===== config.mk =====
export PLATFORM = sky130hd
export DESIGN_NAME = sp_ram_fifo_ctrl
export DESIGN_NICKNAME = d
export VERILOG_FILES = /design/src/rtl/sp_ram_fifo_ctrl.sv
export SDC_FILE = /design/constraint.sdc
export NUM_CORES = 1
export LEC_CHECK = 0
export ABC_AREA = 1
export CORE_AREA = 4 4 74 90
export CTS_CLUSTER_SIZE = 25
export DETAILED_ROUTE_END_ITERATION = 6
export DIE_AREA = 0 0 78 94
export PLACE_DENSITY = 0.8
export SYNTH_ARGS = -nofsm -noshare
export SYNTH_HDL_FRONTEND = slang
export SYNTH_SLANG_ARGS = --single-unit

===== constraint.sdc =====
create_clock -name clk -period 2.1 [get_ports clk]
set_input_delay 0.21 -clock clk [delete_from_list [all_inputs] [get_ports clk]]
set_output_delay 0.21 -clock clk [all_outputs]
set_load 0.1 [all_outputs]

===== src/rtl/sp_ram_fifo_ctrl.sv =====
// Circular-buffer FIFO controller owning one single-port 2^AW x DW block RAM.
// Define FIFO_DROP_OLDEST_EN to overwrite the oldest entry on a write while full.
module sp_ram_fifo_ctrl #(
    parameter int AW = 8,
    parameter int DW = 8
) (
    input  logic          clk,
    input  logic          reset_n,
    input  logic          wr_stb,
    input  logic [DW-1:0] wr_data,
    input  logic          rd_req,
    output logic [DW-1:0] rd_data,
    output logic          rd_valid,
    output logic          rd_busy,
    output logic [AW:0]   count,
    output logic          empty,
    output logic          full,
    output logic          overflow,
    input  logic          ovf_clr,
    output logic          ram_ce,
    output logic          ram_oce,
    output logic          ram_wre,
    output logic [AW-1:0] ram_ad,
    output logic [DW-1:0] ram_din,
    input  logic [DW-1:0] ram_dout
);

    localparam logic [1:0] S_IDLE = 2'd0;
    localparam logic [1:0] S_PEND = 2'd1;
    localparam logic [1:0] S_CAPT = 2'd2;

    localparam logic [AW:0] DEPTH = {1'b1, {AW{1'b0}}};

    logic [1:0]    state;
    logic [AW-1:0] wr_ptr;
    logic [AW-1:0] rd_ptr;
    logic          wr_go;
    logic          rd_go;
    logic          ovf_hit;
    logic          req_ok;

    assign full    = (count == DEPTH);
    assign empty   = (count == '0);
    assign ovf_hit = wr_stb & full;
    assign rd_busy = (state != S_IDLE) | rd_valid;
    assign ram_oce = 1'b1;

    // A request is taken only in IDLE, outside the rd_valid cycle, with data present.
    assign req_ok = (state == S_IDLE) & rd_req & ~rd_valid & ~empty;

`ifdef FIFO_DROP_OLDEST_EN
    assign wr_go = wr_stb;
`else
    assign wr_go = wr_stb & ~full;
`endif

    // Writes own the port whenever they arrive; a read only goes in a write-free cycle.
    assign rd_go = ~wr_stb & (req_ok | (state == S_PEND));

    always_comb begin
        ram_ce  = wr_go | rd_go;
        ram_wre = wr_go;
        ram_ad  = '0;
        ram_din = '0;
        if (wr_go) begin
            ram_ad  = wr_ptr;
            ram_din = wr_data;
        end else if (rd_go) begin
            ram_ad  = rd_ptr;
        end
    end

    always_ff @(posedge clk or negedge reset_n) begin
        if (!reset_n) begin
            wr_ptr <= '0;
            rd_ptr <= '0;
            count  <= '0;
        end else begin
            if (wr_go)
                wr_ptr <= wr_ptr + 1'b1;
`ifdef FIFO_DROP_OLDEST_EN
            if (rd_go || ovf_hit)
                rd_ptr <= rd_ptr + 1'b1;
`else
            if (rd_go)
                rd_ptr <= rd_ptr + 1'b1;
`endif
            // An overwriting write leaves count pinned at DEPTH.
            if (wr_go && !full)
                count <= count + 1'b1;
            else if (rd_go)
                count <= count - 1'b1;
        end
    end

    always_ff @(posedge clk or negedge reset_n) begin
        if (!reset_n) begin
            state <= S_IDLE;
        end else begin
            case (state)
                S_IDLE: if (req_ok) state <= wr_stb ? S_PEND : S_CAPT;
                S_PEND: if (!wr_stb) state <= S_CAPT;
                S_CAPT: state <= S_IDLE;
                default: state <= S_IDLE;
            endcase
        end
    end

    // RAM is in bypass mode: dout is valid the cycle after the read edge.
    always_ff @(posedge clk or negedge reset_n) begin
        if (!reset_n) begin
            rd_data  <= '0;
            rd_valid <= 1'b0;
        end else begin
            rd_valid <= (state == S_CAPT);
            if (state == S_CAPT)
                rd_data <= ram_dout;
        end
    end

    always_ff @(posedge clk or negedge reset_n) begin
        if (!reset_n)
            overflow <= 1'b0;
        else if (ovf_hit)
            overflow <= 1'b1;
        else if (ovf_clr)
            overflow <= 1'b0;
    end

endmodule


==> results.sh, run 1 <==
export IMPL_status="complete, but fails checks"
export IMPL_failed_checks="negative setup slack"
export IMPL_arrival_ns=2.52
export IMPL_critical_path_class="reg -> reg"
export IMPL_rsz0062_at_grt="true"
export IMPL_antenna_found_initial=0
export IMPL_cp_common_cell="nand2_1"
export IMPL_die_area_um2=7330
export IMPL_whs_ns=0.00285
export IMPL_dp_worst_setup_slack_ns=-0.104
export IMPL_reg2reg_from="count[4]"
export IMPL_vias=2233
export IMPL_insertion_delay_ns=0.31
export IMPL_dp_hpwl_um=4370
export IMPL_grt_max_degree=38
export IMPL_slew_viol_final=0
export IMPL_n_antenna_cell=0
export IMPL_worst_path_stages=15
export IMPL_path_cells="nor2_4, nand2_2, nor2_4, nand2_4, nand2_8, buf_6, ha_4, a21oi_1, nand2_1, a21oi_2, inv_1, nand2_1, nand2_1, nand2_1, nand2_1"
export IMPL_portBuffers=60
export IMPL_die_width_um=78
export IMPL_cpPeakStageDelay_ns=0.49
export IMPL_tightest_slew_ns=0.851
export IMPL_crit_buf_inv=2
export IMPL_placed_cells=441
export IMPL_path_clk_slew_ns=0.09
export IMPL_cts_made_buffers=5
export IMPL_ys_seq_area_share_pct=42.1
export IMPL_drtIter0Drc=124
export IMPL_dieHeight_um=94
export IMPL_regToRegSetupSlack_ns=-0.21
export IMPL_cpLargestDelayFamily="simple AND/OR/NAND/NOR gates"
export IMPL_syn_area_per_cell_um2=7.72
export IMPL_yosys_register_bits=37
export IMPL_crit_start="count[4]"
export IMPL_r2r_cells=15
export IMPL_yosysWarnings=0
export IMPL_htreeDepth=2
export IMPL_fmax_mhz=433
export IMPL_final_common_cell="nand2_1"
export IMPL_path_max_fanout=6
export IMPL_required_ns=2.31
export IMPL_cts_root_buffer="clkbuf_8"
export IMPL_ios=62
export IMPL_area_delta_synth_final_pct=71.9
export IMPL_fin_nets=415
export IMPL_critPathCaptureType="register"
export IMPL_grt_overflow=0
export IMPL_slew_headroom_pct=43.2
export IMPL_start_kind="register"
export IMPL_grt_pass1_wl_um=9620
export IMPL_avgRoutedWirePerCell_um=14.5
export IMPL_drive_gt1_share_pct=40.8
export IMPL_grt_use_met3_pct=2.59
export IMPL_clock_sinks=37
export IMPL_drc_errors=0
export IMPL_setup_slack_ns=-0.211
export IMPL_post_route_period_util_pct=110
export IMPL_antenna_left=0
export IMPL_cp_endpoint="count[8]"
export IMPL_syn_inst=285
export IMPL_grt_pass1_vias=2109
export IMPL_syn_cell_area_um2=2200
export IMPL_hp_class="in -> async"
export IMPL_drt_pass1_iter_count=4
export IMPL_routabilityCongestion=0.855
export IMPL_yosysUniqueCellTypes=26
export IMPL_period_needed_ns=2.31
export IMPL_row_count=31
export IMPL_setup_violations_final=11
export IMPL_gr_usage_met2_pct=29.7
export IMPL_maxCapViolCount=0
export IMPL_core_um2=5860
export IMPL_hold_viol_final=0
export IMPL_timing_rr_end="count[8]"
export IMPL_skew_ns=0.0145
export IMPL_viasPerCell=4.78
export IMPL_synthesis_nets=316
export IMPL_grt_util_met1_pct=18.7
export IMPL_grt_busiest_layer="met2"
export IMPL_layout_cells_non_filler=467
export IMPL_critPathSlowestCell="dfrtp_4"
export IMPL_layout_common_cells="86 x nand2_1, 45 x buf_4, 36 x inv_1"
export IMPL_routed_wl_um=6790
export IMPL_grt_util_all_layers_pct=16.3
export IMPL_cts_tree="yes"
export IMPL_start_util_pct=37.6
export IMPL_cts_buffer_depth=2
cell families (layout without fill, tap and decap cells):
logic type | count (synthesis) | count (layout) | share of synthesized area, %
adder cells (fa/ha/maj) | 10 | 10 | 6.03
buffers and inverters | 47 | 147 | 9.72
flip-flops | 37 | 37 | 42.1
other | 1 | 1 | 0.170
AND/OR/NAND/NOR | 146 | 146 | 28.5
XOR/XNOR | 19 | 19 | 7.56
AO/OA/AOI/OAI | 25 | 25 | 5.97
cells in the mapped netlist (all sizes together):
library cell / n / area (µm²)
xor2: 18 / 158
fa: 1 / 20.0
o21a: 1 / 7.51
a21oi: 8 / 40.0
nor3: 4 / 20.0
ha: 9 / 113
nand2: 105 / 404
dfrtp: 37 / 926
buf: 6 / 60.1
xnor2: 1 / 8.76
o21ai: 14 / 70.1
o21bai: 1 / 7.51
nand4: 4 / 25.0
nor2: 19 / 83.8
inv: 41 / 154
o22ai: 1 / 6.26
nand3: 13 / 87.6
conb: 1 / 3.75
nor4: 1 / 6.26
state kept, by name, summed over array words and instances (netlist names):
signal    count
count         9
overflow      1
rd_data       8
rd_ptr        8
rd_valid      1
state         2
wr_ptr        8
metal layers:
layer | share of wire [%] | wire [µm]
met5 | 0 | 0
met4 | 2.7 | 180
met3 | 4.6 | 315
met2 | 56 | 3780
met1 | 37 | 2510
worst min-delay path by stage:
| stage | start | end | slack [ns] | cells after the start |
|---|---|---|---|---|
| final | reset_n | count[3] | 0.003 | 1 |
| after global routing | reset_n | count[3] | 0.07 | 1 |
| after CTS | reset_n | count[3] | 0.03 | 1 |
| after detailed placement | reset_n | wr_ptr[1] | 0.35 | 1 |
| after global placement | reset_n | wr_ptr[4] | 0.36 | 1 |
| after floorplan | reset_n | count[8] | -0.09 | 0 |
layout make-up:
| cell class | count | area [µm²] |
|---|---|---|
| repair buffers | 98 | 1110 |
| fillers | 442 | 2070 |
| inverters | 41 | 154 |
| clock buffers | 5 | 68.8 |
| well taps | 82 | 103 |
| multi-input cells | 201 | 1360 |
| flip-flops and latches | 37 | 958 |
| clock inverters | 3 | 21.3 |
through the flow:
step / utilization (%) / setup TNS, ns / instance area (µm²)
after detailed placement: 57.1 / -0.462 / 3350
after floorplan: - / -5.18 / 2390
after global routing: 64.6 / -1.62 / 3780
final: 64.6 / -0.674 / 3780
after global placement: 57.1 / -0.101 / 3350
after CTS: 60.4 / -0.000287 / 3540
repair_timing:
item,in CTS,in global routing
gates resized for setup,7,43
pin swaps,1,12
hold buffers,0,0
hold endpoints to repair,0,0
endpoints found under the setup margin,26,18
buffers inserted,8,10
Power of run 1 is left out: the tool's default activity adds up to more than one toggle a clock period on the data nets, which glitch-free logic cannot reach.
==> inputs of run 2 (changes only) <==
- CTS_BUF_LIST: default -> sky130_fd_sc_hd__clkbuf_8
==> results of run 2 <==
No change in the layout: final DEF, timing and power equal those of run 1.
Power of run 2 is left out for the same reason.
